[src/rtl/scroll_engine.sv]
// Memory-fed scrolling window: fetches one symbol per step and shifts it into a DIGITS-wide display.
// Optional macro WRAP_PAUSE_EN adds a HOLD state that pauses PAUSE_STEPS step intervals after each wrap.
module scroll_engine #(
  parameter int unsigned DIGITS      = 8,
  parameter int unsigned DATA_W      = 4,
  parameter int unsigned ADDR_W      = 6,
  parameter int unsigned DIV_W       = 24,
  parameter int unsigned RD_LAT      = 1,
  parameter int unsigned PAUSE_STEPS = 2
) (
  input  logic                     clk,
  input  logic                     reset,
  input  logic                     en,
  input  logic                     restart,
  input  logic                     dir,
  input  logic [DIV_W-1:0]         rate,
  input  logic [ADDR_W-1:0]        msg_last,
  output logic                     mem_en,
  output logic [ADDR_W-1:0]        mem_addr,
  input  logic [DATA_W-1:0]        mem_data,
  output logic [DIGITS*DATA_W-1:0] disp,
  output logic                     step,
  output logic                     wrap,
  output logic                     busy
);

  localparam int unsigned W     = DIGITS * DATA_W;
  localparam int unsigned LAT_W = (RD_LAT > 1) ? $clog2(RD_LAT) : 1;
  localparam logic [LAT_W-1:0] LAT_LAST = LAT_W'((RD_LAT > 1) ? (RD_LAT - 2) : 0);

`ifdef WRAP_PAUSE_EN
  localparam int unsigned HOLD_W = DIV_W + $clog2(PAUSE_STEPS + 1) + 1;

  typedef enum logic [2:0] {
    S_IDLE, S_WAIT, S_FETCH, S_LAT, S_CAPTURE, S_HOLD
  } state_t;
`else
  typedef enum logic [2:0] {
    S_IDLE, S_WAIT, S_FETCH, S_LAT, S_CAPTURE
  } state_t;
`endif

  state_t             state_q;
  logic [W-1:0]       disp_q, disp_d;
  logic [ADDR_W-1:0]  ptr_q, ptr_d;
  logic [DIV_W-1:0]   div_q;
  logic [LAT_W-1:0]   lat_q;
  logic               wrap_d;
  logic               mem_en_q, step_q, wrap_q, busy_q;

`ifdef WRAP_PAUSE_EN
  logic [HOLD_W-1:0]  hold_q;
  logic [HOLD_W-1:0]  hold_len;
  logic               hold_done;

  // Pause length tracks the live rate so it always equals PAUSE_STEPS step intervals.
  assign hold_len  = HOLD_W'(PAUSE_STEPS) * (HOLD_W'(rate) + HOLD_W'(1));
  assign hold_done = (hold_q + HOLD_W'(1)) >= hold_len;
`endif

  // Window and pointer values that a CAPTURE would commit this cycle.
  always_comb begin
    disp_d = disp_q;
    ptr_d  = ptr_q;
    wrap_d = 1'b0;
    if (dir) begin
      disp_d = {mem_data, disp_q[W-1:DATA_W]};
      if (ptr_q == '0) begin
        ptr_d  = msg_last;
        wrap_d = 1'b1;
      end else begin
        ptr_d = ptr_q - ADDR_W'(1);
      end
    end else begin
      disp_d = {disp_q[W-DATA_W-1:0], mem_data};
      if (ptr_q >= msg_last) begin
        ptr_d  = '0;
        wrap_d = 1'b1;
      end else begin
        ptr_d = ptr_q + ADDR_W'(1);
      end
    end
  end

  always_ff @(posedge clk or negedge reset) begin
    if (!reset) begin
      state_q  <= S_IDLE;
      disp_q   <= '0;
      ptr_q    <= '0;
      div_q    <= '0;
      lat_q    <= '0;
      mem_en_q <= 1'b0;
      step_q   <= 1'b0;
      wrap_q   <= 1'b0;
      busy_q   <= 1'b0;
`ifdef WRAP_PAUSE_EN
      hold_q   <= '0;
`endif
    end else begin
      mem_en_q <= 1'b0;
      step_q   <= 1'b0;
      wrap_q   <= 1'b0;

      // Restart discards any fetch in flight, so its data never reaches the window.
      if (restart) begin
        disp_q  <= '0;
        div_q   <= '0;
        ptr_q   <= dir ? msg_last : '0;
        state_q <= en ? S_WAIT : S_IDLE;
        busy_q  <= en;
      end else begin
        case (state_q)
          S_IDLE: begin
            if (en) begin
              state_q <= S_WAIT;
              div_q   <= '0;
              busy_q  <= 1'b1;
            end
          end

          S_WAIT: begin
            if (!en) begin
              state_q <= S_IDLE;
              busy_q  <= 1'b0;
            end else if (div_q == rate) begin
              state_q  <= S_FETCH;
              div_q    <= '0;
              mem_en_q <= 1'b1;
            end else begin
              div_q <= div_q + DIV_W'(1);
            end
          end

          S_FETCH: begin
            lat_q <= '0;
            if (RD_LAT > 1) begin
              state_q <= S_LAT;
            end else begin
              state_q <= S_CAPTURE;
            end
          end

          S_LAT: begin
            if (lat_q == LAT_LAST) begin
              state_q <= S_CAPTURE;
            end else begin
              lat_q <= lat_q + LAT_W'(1);
            end
          end

          S_CAPTURE: begin
            disp_q <= disp_d;
            ptr_q  <= ptr_d;
            step_q <= 1'b1;
            wrap_q <= wrap_d;
            div_q  <= '0;
            if (!en) begin
              state_q <= S_IDLE;
              busy_q  <= 1'b0;
`ifdef WRAP_PAUSE_EN
            end else if (wrap_d && (PAUSE_STEPS != 0)) begin
              state_q <= S_HOLD;
              hold_q  <= '0;
`endif
            end else begin
              state_q <= S_WAIT;
            end
          end

`ifdef WRAP_PAUSE_EN
          S_HOLD: begin
            if (!en) begin
              state_q <= S_IDLE;
              busy_q  <= 1'b0;
            end else if (hold_done) begin
              state_q <= S_WAIT;
              div_q   <= '0;
            end else begin
              hold_q <= hold_q + HOLD_W'(1);
            end
          end
`endif

          default: begin
            state_q <= S_IDLE;
            busy_q  <= 1'b0;
          end
        endcase
      end
    end
  end

  assign mem_en   = mem_en_q;
  assign mem_addr = ptr_q;
  assign disp     = disp_q;
  assign step     = step_q;
  assign wrap     = wrap_q;
  assign busy     = busy_q;

endmodule

[config.mk]
export PLATFORM = sky130hd
export DESIGN_NAME = scroll_engine
export DESIGN_NICKNAME = d
export VERILOG_FILES = /design/src/rtl/scroll_engine.sv
export SDC_FILE = /design/constraint.sdc
export NUM_CORES = 1
export LEC_CHECK = 0
export BUFFER_PORTS_ARGS = -buffer_cell sky130_fd_sc_hd__buf_2
export CELL_PAD_IN_SITES_DETAIL_PLACEMENT = 1
export CELL_PAD_IN_SITES_GLOBAL_PLACEMENT = 2
export CORE_MARGIN = 3
export CORE_UTILIZATION = 25
export DETAILED_ROUTE_END_ITERATION = 12
export GPL_ROUTABILITY_DRIVEN = 0
export PLACE_DENSITY = 0.72
export SETUP_SLACK_MARGIN = 0.05
export SLEW_MARGIN = 20
export SYNTH_ARGS = -nofsm -noshare
export SYNTH_HDL_FRONTEND = slang
export SYNTH_SLANG_ARGS = --single-unit
[constraint.sdc]
create_clock -name clk -period 3.1 [get_ports clk]
set_clock_uncertainty 0.15 [all_clocks]
set_input_delay 0.31 -clock clk [delete_from_list [all_inputs] [get_ports clk]]
set_output_delay 0.31 -clock clk [all_outputs]
set_load 0.01 [all_outputs]
# Yosys cells after proc, flatten, opt, wreduce, memory -nomap -nowiden
# Cells that the tools add are included.
[totals]
register_bits = 70
inputBits = 39
output_inout_bits = 42
elab_cells = 75
[classes]
add_sub_neg = 4
n_lt_le_gt_ge = 1
eq_ne = 11
muxes = 38
bitwise_logic = 1
reduce_logical = 11
[op_table]
columns = ["cell", "n"]
rows = [
  ["$mux 24", 4],
  ["$mux 32", 3],
  ["$pmux 24 s3", 1],
  ["$mux 6", 6],
  ["$add 24x1->24 const B", 1],
  ["$eq 24x24->1", 1],
  ["$mux 1", 16],
  ["$mux 3", 5],
  ["$pmux 3 s5", 1],
  ["$ne 3x3->1 const B", 3],
  ["$reduce_and 3->1", 3],
  ["$add 6x1->6 const B", 1],
  ["$eq 3x2->1 const B", 2],
  ["$ge 6x6->1", 1],
  ["$logic_not 6->1", 1],
  ["$sub 6x1->6 const B", 1],
  ["$ne 4x4->1 const B", 1],
  ["$reduce_bool 2->1", 2],
  ["$reduce_bool 4->1", 1],
  ["$reduce_or 2->1", 2],
  ["$eq 3x1->1 const B", 1],
  ["$eq 3x3->1 const B", 1],
  ["$logic_not 3->1", 1],
  ["$ne 3x2->1 const B", 1],
  ["6 further kinds", 6],
]

# Depth between registers and ports, before layout
# Gate-level depths: netlist of run 1.
[logic_depth]
ltp_word = 5
depth_mapped = 8

# Worst setup path before layout of run 1
# Ideal clock, no wire load.
[synth_path]
path_kind = "register -> register"
startpoint = "register state_q[2]"
endpoint = "register div_q[16]"
setup_ns = 0.078
arrival_ns = 1.947
required_ns = 2.872
slack_ns = 0.926
path_stages_with_launch = 8
path_buffers = 1
cell_sequence = "dfrtp_1 > buf_6 > nand2b_4 > a21oi_4 > o2111ai_4 > or4b_4 > or3_1 > a21oi_1"
[synth_via]
elab_chain_cells = 3
[synth_rtl]
columns = ["item", "line", "text"]
rows = [
  ["start: declaration", "43", "state_t state_q;"],
  ["start signal: assignment", "109", "state_q <= en ? S_WAIT : S_IDLE;"],
  ["$eq 3x1->1, or another cell as far along", "112", "case (state_q)"],
  ["$ne 3x3->1 (no source line), or another cell as far along", "-", ""],
  ["$reduce_and 3->1 (no source line) / $mux 24 (equally long branches)", "-", ""],
  ["end signal: assignment", "130", "div_q <= div_q + DIV_W'(1);"],
  ["end: declaration", "46", "logic [DIV_W-1:0] div_q;"],
]
# Parallel ways exist; a longest one is shown, timed or not.
# A chain may end at the register's enable or synchronous reset.

# Final worst setup path of run 1
[layout_path]
startpoint = "register div_q[5]"
endpoint = "register div_q[22]"
[layout_via]
elab_chain_cells = 5
[layout_rtl]
columns = ["item", "line", "text"]
rows = [
  ["$add 24x1->24 / $eq 24x24->1 (equally long branches)", "130, 125", ""],
  ["$mux 24 (*)", "125", "end else if (div_q == rate) begin"],
  ["$mux 24 (*)", "122", "if (!en) begin"],
  ["$pmux 24 s3 (*)", "112", ""],
  ["$mux 24 (*)", "105", "if (restart) begin"],
]
# Mark *: on every way between the ends. The rest lies on a longest branch, timed or not. The select of a mux whose other input is x is not followed.

==> results of run 1 <==
-- tightest hold or removal path, stage by stage --
cell and delay [ns]:
buf_2 0.09, a32oi_1 0.08, o221ai_1 0.07
-- cell type report --
cell class,instances,area [sq um]
sequential,69,1730
inverter,17,63.8
fill,1834,10400
multi-input combinational,313,2080
clock buffer,11,243
clock inverter,5,83.8
tap,211,264
timing repair buffer,86,460
-- flip-flops by register name, summed over array words and instances, names as in the netlist --
signal and count:
busy 1, disp 32, state_q 3, mem_en 1
mem_addr 6, wrap 1, step 1, div_q 24
-- logic make-up after synthesis --
logic type	synth area share [%]
AND/OR/NAND/NOR	16.6
AO/OA/AOI/OAI	14.3
flip-flops	43.7
XOR/XNOR	9.76
buffers and inverters	3.61
multiplexers	8.93
adder cells (fa/ha/maj)	3.17
-- routing by layer --
metal / routed length, um / share of wire (%) / GRT usage, % / vias to the layer above
met5: 0 / 0 / 0 / -
met4: 97 / 0.87 / 3.15 / 0
met3: 566 / 5.1 / 4.13 / 9
met2: 5030 / 45 / 20.3 / 76
met1: 5390 / 49 / 18.8 / 1662
li1: - / - / - / 1622
-- power breakdown --
group / total, uW / internal, uW / switching [uW]
clock: 1130 / 728 / 404
combinational: 224 / 89.6 / 134
sequential: 931 / 910 / 21.2
total: 2290 / 1730 / 559
-- repair_timing --
item,4_1_cts,5_1_grt
buffers inserted,0,0
hold buffers,1,0
hold endpoints to repair,33,0
resized for setup,0,0
-- stage by stage --
stage	util (%)	std cells	hold slack (ns)	worst slack, ns	power [uW]
2_1_floorplan	-	418	-0.136	0.926	1070
3_5_place_dp	30.0	695	0.304	0.695	1180
5_1_grt	32.2	712	0.110	0.472	2390
6_report	32.2	712	0.109	0.700	2290
3_3_place_gp	30.0	695	0.293	0.740	1170
4_1_cts	32.2	712	0.0972	0.690	2330
-- cells in the mapped netlist, types with 2 or more instances --
cell | instances | area (sq um)
clkbuf_1 | 16 | 60.1
o221ai_1 | 3 | 26.3
ha_1 | 10 | 125
xor2_1 | 29 | 254
nor4_1 | 7 | 43.8
or3_1 | 5 | 31.3
a22o_1 | 2 | 17.5
buf_1 | 2 | 7.51
mux2i_1 | 33 | 330
a32oi_1 | 5 | 43.8
nand2b_1 | 4 | 25.0
inv_1 | 17 | 63.8
mux2_2 | 2 | 22.5
dfrtp_1 | 69 | 1730
o211ai_1 | 2 | 15.0
xnor2_1 | 15 | 131
nand3_1 | 8 | 40.0
nor2_1 | 36 | 135
nand4_1 | 3 | 18.8
nor2b_1 | 2 | 12.5
o21ai_0 | 45 | 225
a21oi_1 | 10 | 50.1
o2111ai_1 | 2 | 17.5
nor3_1 | 7 | 35.0
nand2_1 | 49 | 184
and3_1 | 7 | 43.8
and2_1 | 2 | 12.5
a21o_1 | 4 | 30.0
-- final timing paths --
| path | startpoint | endpoint | slack (ns) |
|---|---|---|---|
| min | msg_last[4] | mem_addr[4] | 0.11 |
| max reg2reg | div_q[5] | div_q[22] | 0.70 |
| max in group asynchronous | reset | div_q[19] | 1.65 |
| min in group asynchronous | reset | disp[1] | 0.45 |
| min reg2reg | disp[31] | disp[31] | 0.36 |
| max | div_q[5] | div_q[22] | 0.70 |
==> results.md, run 1 <==
- The number of global-route vias before repair is about 3600.
- Walking the worst path, the cells encountered are xor2_1, nor4_1, nand4_1, o21a_1, nor2_2, buf_4, a21oi_1.
- After detailed routing, the number of vias per cell comes to between 4 and 5.
- The first global-routing pass estimated 18900 um of wire.
- The leakage power summed over all cells is roughly 0.0023 uW.
- The total of buffers placed on input and output ports is 80.
- The clock sink count is just under 70.
- The dominant delay contributor by cell family on the critical path is simple AND/OR/NAND/NOR gates.
- Entering global routing, the biggest net connects between 40 and 50 pins.
- The most instantiated flip-flop cell in the synthesis netlist is dfrtp_1.
- The library cell used most frequently in the layout, excluding fill and tap cells, is buf_2.
- The detailed router's first-iteration violation count is roughly 190.
- After detailed placement, the total cell area comes to 4590 sq um.
- The worst register-to-register path has a depth of 7.
- The area growth from synthesis to layout is 24.7%.
- Clock-pin slew was measured on the worst setup and hold paths at approximately 0.060 ns.
- The number of register bits inferred by synthesis is between 60 and 70.
- The maximum clock path buffer count is 2.
- In the layout the commonest cells are 80 x buf_2, 69 x dfrtp_1, 49 x nand2_1.
- Synthesis handed over a netlist of roughly 420 instances.
- The routed design has 11100 um of wire.
- The highest net fanout along the worst path is 10.
- The number of nets at the end of the flow is roughly 550.
- After detailed routing, the average wire length per cell comes to ~16 um.
- In this run, CTS created clock tree buffers numbering 9.
- The antenna cell count is 0.
- After routing the design area is approximately 4900 sq um.
- The H-tree was split into 3 levels.
- From left edge to right edge, the die measures between 100 and 150 um.
- The number of buffers and inverters on the critical path is 1.
- Yosys mapped the design onto 50 distinct sky130hd cell types.
- Setup repair after global routing left no endpoint under its margin.
- The number of placed I/O pins is a little over 80.
- The post-route clock period utilization is between 70% and 80%.
- The post-synthesis net count is 467.
- Setup violations remaining at the end of the flow were counted as 0.
- The cell at the slowest stage of the critical path is dfrtp_1.
- Across the run, the number of max-cap violations was 0.
- The time the final worst path needs with I/O delays and setup is around 2.4 ns.
- The post-synthesis cell area is 3950 sq um.
- The worst setup path is launched from a flop.
- The initial antenna violation count is 0.
- Data on the critical path arrives at its endpoint at approximately 2.5 ns.
- The total power density per cell area is 464 nW/um^2.
- The overall routing resource usage is 13.4%.
- The count of pins over their slew limit is 0.
- The final hold violation count is 0.
- The synthesized area divided by synthesized cell count is 9.45 sq um.
- The fmax is 417 MHz.
- The yosys synthesis warning count is 0.
- The fraction of synthesis flops using an asynchronous set or reset pin is 100%.
- The root buffer cell chosen for the clock tree is clkbuf_16.
- The initial standard-cell utilization of the core is between 20% and 30%.
- The sequential cell area fraction in the yosys report is around 44%.
- For the worst setup path, the data required time is about 3.2 ns.
- The number of enable-type register cells in the synthesized netlist is 0.
- After global routing the overflow that remains totals 0.
- The worst slew margin relative to its limit is a little under half.
- The critical path crosses 7 cells after its start point.
- STA classifies the critical path endpoint as a flop.
- The TritonCTS clock tree is done.
- The critical path's largest stage delay is roughly 0.44 ns.
- IR analysis of the VDD net gives a maximum drop of between 0.2 and 0.25 mV.
- The die area is 17300 sq um.
- Row generation in the floorplan step produced 45 rows.
- The pin slew with the least headroom to its limit is 0.797 ns.
- The detailed-router iteration count before antenna repair is 5.
- The total area inside the core boundary comes to around 15000 sq um.
- For the final routed database, the setup TNS stands at 0 ns.
- Across all layers, the routed design uses 3369 vias.
- The later pin in the worst-skew pair is clocked with a latency of roughly 0.34 ns.
- The final routed DRC violation total is 0.
- The critical setup path kind is reg -> reg.
- The tightest min-delay check is of the in -> reg type.
- The worst hold path was traced through 3 stages.
- Once detail routing completed, the nets flagged for antenna violations numbered 0.
- The HPWL after detailed placement is between 8000 and 9000 um.
- The run finished with clean final reports.
- The vertical die dimension is between 100 and 150 um.
- The post-route netlist has 21.8% of its cells at a drive strength greater than 1.
No activity file was read; power rests on OpenSTA's default activity.
==> run 2: changes to the inputs <==
ABC_AREA = 1   (was unset)
PLACE_DENSITY = 0.77   (was 0.72)
clock period = 2.5 ns   (was 3.1 ns; I/O delays follow)
==> run 2 against run 1 <==
Net effect: non-clock buffer count rose by 1; via count rose by 31%; sequential share of layout area fell by 3.0 points; register-to-register slack got worse by 0.29 ns; core utilization fell by 0.34 points; clock-buffer cell count fell by 2; synthesized cell count rose by 52%; global-route usage rose by 1.1 points; clock power rose by 25%; area after synthesis rose by 12%; setup slack got worse by 0.29 ns; flip-flop and latch count did not move; critical path type unchanged; highest routed layer unchanged.
==> results.md, run 2 <==
- The leading area contributor after synthesis is dfrtp_1 (unchanged).
- Most frequent cells in the layout: 182 x nand2_1, 91 x inv_1, 80 x buf_2 (was 80 x buf_2, 69 x dfrtp_1, 49 x nand2_1).
- The final antenna-violating net count is 0 (unchanged).
- The pin slew with the least headroom to its limit is 0.979 ns (was 0.797 ns).
- The most frequent standard cell in the layout excluding fill and tap cells is nand2_1 (was buf_2).
- The number of gates resized after CTS is 0 (unchanged).
- The total of buffers placed on input and output ports is 80 (unchanged).
- The sequential cell area fraction in the yosys report came to 39.1% (was 43.7%).
- The later-pin clock latency in the skew report is 0.34 ns (about the same).
- The number of placed I/O pins is 81 (unchanged).
- The highest net fanout along the worst path came to 33 (was 10).
- The most instantiated flip-flop cell in the synthesis netlist is dfrtp_1 (unchanged).
- The initial antenna violation count is 0 (unchanged).
- The peak supply drop is 0.370 mV (was 0.234 mV).
- The post-synthesis net count is 686 (was 467).
- The post-route clock period utilization came to 83.4% (was 77.4%).
- The area of the placeable core is 16900 sq um (was 15300 sq um).
- The share of power burned in combinational logic came to 13.6% (was 9.8%).
- The total setup violations reported at the end of the flow is 0 (unchanged).
- The yosys synthesis warning count is 0 (unchanged).
- RSZ-0062 raised after global routing: false (unchanged).
- The detailed-router iteration count before antenna repair is 4 (was 5).
- The register-to-register path setup slack is 0.41 ns (was 0.70 ns).
- The clock power share was 47.3% (was 49.5%).
- The accumulated negative setup slack is 0 ns (unchanged).
- The fmax is 479 MHz (was 417 MHz).
- The wire length per cell is 14.8 um (was 15.6 um).
- Commonest cells in the netlist: 182 x nand2_1, 91 x inv_1, 69 x dfrtp_1 (was 69 x dfrtp_1, 49 x nand2_1, 45 x o21ai_0).
- The vertical die dimension is 139 um (was 132 um).
- The post-synthesis cell type count is 38 (was 50).
- The largest net degree at the start of global routing is 48 (was 42).
- The area growth from synthesis to layout is 22.0% (was 24.7%).
- The number of vias after detailed routing is 4415 (was 3369).
- The initial standard-cell utilization of the core is 26.1% (was 25.8%).
- The width of the die is 139 um (was 132 um).
- The worst slew margin relative to its limit is 34.7% (was 46.9%).
- The number of vias per cell is 4.70 (was 4.73).
- The global-route congestion overflow total is 0 (unchanged).
- The fraction of power consumed by sequential logic is 39.1% (was 40.7%).
- The placed standard-cell area is 5060 sq um (was 4590 sq um).
- The most common cell in the netlist is nand2_1 (was dfrtp_1).
- The number of cell rows is 47 (was 45).
- The number of enable-type register cells in the synthesized netlist is 0 (unchanged).
- The leakage power summed over all cells came to 0.00275 uW (was 0.00234 uW).
- Run status: completed (unchanged).
- The detailed router's first-iteration violation count is 203 (was 194).
- The share of layout cells above drive strength 1 is 17.2% (was 21.8%).
- The proportion of netlist area held by the largest area contributor is 39.1% (was 43.7%).
- The tightest hold margin is 0.0738 ns (was 0.109 ns).
- The critical setup path kind was reg -> reg (unchanged).
- The max-cap violation count is 0 (unchanged).
- The maximum clock path buffer count is 2 (unchanged).
- The final hold violation count came to 0 (unchanged).
- The time the final worst path needs with I/O delays and setup is 2.09 ns (was 2.40 ns).
- The overall routing resource usage is 14.5% (was 13.4%).
- The end-of-flow core utilization is 31.8% (was 32.2%).
- The number of instances in the synthesized netlist came to 637 (was 418).
- The worst endpoint required time was 2.58 ns (was 3.17 ns).
- The wire length reported by the detailed router is 13900 um (was 11100 um).
- The element type at the critical path start is a flop (unchanged).
- The design internal power is 2160 uW (was 1730 uW).
- The cell count after placement was 922 (was 695).
- The CTS H-tree depth is 3 (unchanged).
- The number of register bits inferred by synthesis is 69 (unchanged).
- The antenna cell count is 0 (unchanged).
- The TritonCTS clock tree is done (unchanged).
- The final instance area is 5390 sq um (was 4930 sq um).
- The die area is 19300 sq um (was 17300 sq um).
- The total CTS buffers is 9 (unchanged).
- The library cell used as clock root buffer is clkbuf_16 (unchanged).
- The number of nets at the end of the flow is 763 (was 545).
- The net load switching power came to 822 uW (was 559 uW).
- The sort of element at the end of the critical path is a flop (unchanged).
- The data arrival time of the critical path came to 2.16 ns (was 2.47 ns).
- The clock sink count came to 69 (unchanged).
- The HPWL after detailed placement is 10400 um (was 8100 um).
- The count of placed standard cells in the final layout, fillers left out is 939 (was 712).
- The total power density per cell area is 553 nW/um^2 (was 464 nW/um^2).
- The final routed DRC violation total is 0 (unchanged).
- The type of the tightest min-delay check is in -> reg (unchanged).
- The flip-flop count of the largest register, all copies and words added is 32 (unchanged).
- The fraction of synthesis flops using an asynchronous set or reset pin is 100% (unchanged).
- The number of global-route vias before repair is 4613 (was 3575).
- The post-synthesis cell area came to 4420 sq um (was 3950 sq um).
- The switching share of power is 27.6% (was 24.4%).
- The total of fill cells in the finished design came to 2172 (was 1834).
- The synthesized area divided by synthesized cell count is 6.94 sq um (was 9.45 sq um).
- The global-route wire length before repair was 23000 um (was 18900 um).
- The count of pins over their slew limit was 0 (unchanged).
- The clock-pin transition on the worst setup and hold timing paths came to 0.06 ns (about the same).
- Top cells by area in the synthesized netlist: dfrtp_1 39%, nand2_1 15%, inv_1 7.7% (was dfrtp_1 44%, mux2i_1 8.4%, xor2_1 6.4%).
==> run 2: changes by cell type after synthesis, sizes merged, moves of 7 or more <==
cell    change
nand2     +137
inv        +79
mux2i      -33
nand3      +28
o21ai      +25
a21oi      +22
nor2       +20
o22ai      +16
xor2       -15
xnor2      -13
buf         +9
and3        -7
clkbuf      -7
==> run 2: kinds of logic (layout without fill, tap and decap cells) <==
group	Yosys count	in the layout	synth area share, %
AND/OR/NAND/NOR	298	298	28.9
AO/OA/AOI/OAI	126	126	15.3
buffers and inverters	118	200	10.7
flip-flops	69	69	39.1
XOR/XNOR	16	16	3.17
adder cells (fa/ha/maj)	10	10	2.83
==> run 2: final cells by class <==
type	instances	area [sq um]	area share, %
Clock buffer	9	225	4.18
Tap cell	220	275	5.11
Sequential cell	69	1730	32.0
Multi-Input combinational cell	450	2220	41.2
Clock inverter	7	98.8	1.83
Timing Repair Buffer	87	480	8.91
Inverter	97	364	6.75
==> run 2: through the flow <==
step,setup slack [ns],total power (uW)
after floorplan,0.723,1440
after global placement,0.545,1580
after detailed placement,0.383,1600
after CTS,0.388,3030
after global routing,0.204,3140
final,0.414,2980
==> run 2: metal layers <==
metal | share of wire (%) | track usage, % | up-vias
met5 | 0 | 0 | -
met4 | 0.89 | 3.09 | 0
met3 | 4.7 | 3.76 | 9
met2 | 49 | 25.3 | 77
met1 | 45 | 18.1 | 2138
li1 | - | - | 2191
==> run 2: repair_timing <==
item | 4_1_cts | 5_1_grt
hold buffers | 1 | 0
buffers inserted | 0 | 0
hold endpoints to repair | 22 | 0
==> run 2: power by group through the flow <==
stage	clock (uW)	sequential, uW	combinational [uW]
2_1_floorplan	0	1180	255
3_3_place_gp	0	1190	399
3_5_place_dp	0	1190	409
4_1_cts	1450	1170	413
5_1_grt	1510	1170	467
6_report	1410	1170	405
==> run 2: critical path, stage by stage, from the launching register on <==
cell and delay, ns:
dfrtp_1 0.40, inv_1 0.10, nand2_1 0.08, inv_1 0.10
nand2_1 0.13, nor2_4 0.16, inv_1 0.43, o32ai_1 0.43
==> run 2: path summary, 6_finish.rpt <==
| kind | start | cells after the start | endpoint |
|---|---|---|---|
| setup reg to reg | state_q[1] | 7 | disp[3] |
| min in group asynchronous | reset | 2 | div_q[12] |
| max in group asynchronous | reset | 3 | div_q[5] |
| hold reg to reg | busy | 2 | busy |
| setup / recovery | state_q[1] | 7 | disp[3] |
| hold / removal | msg_last[2] | 3 | mem_addr[2] |
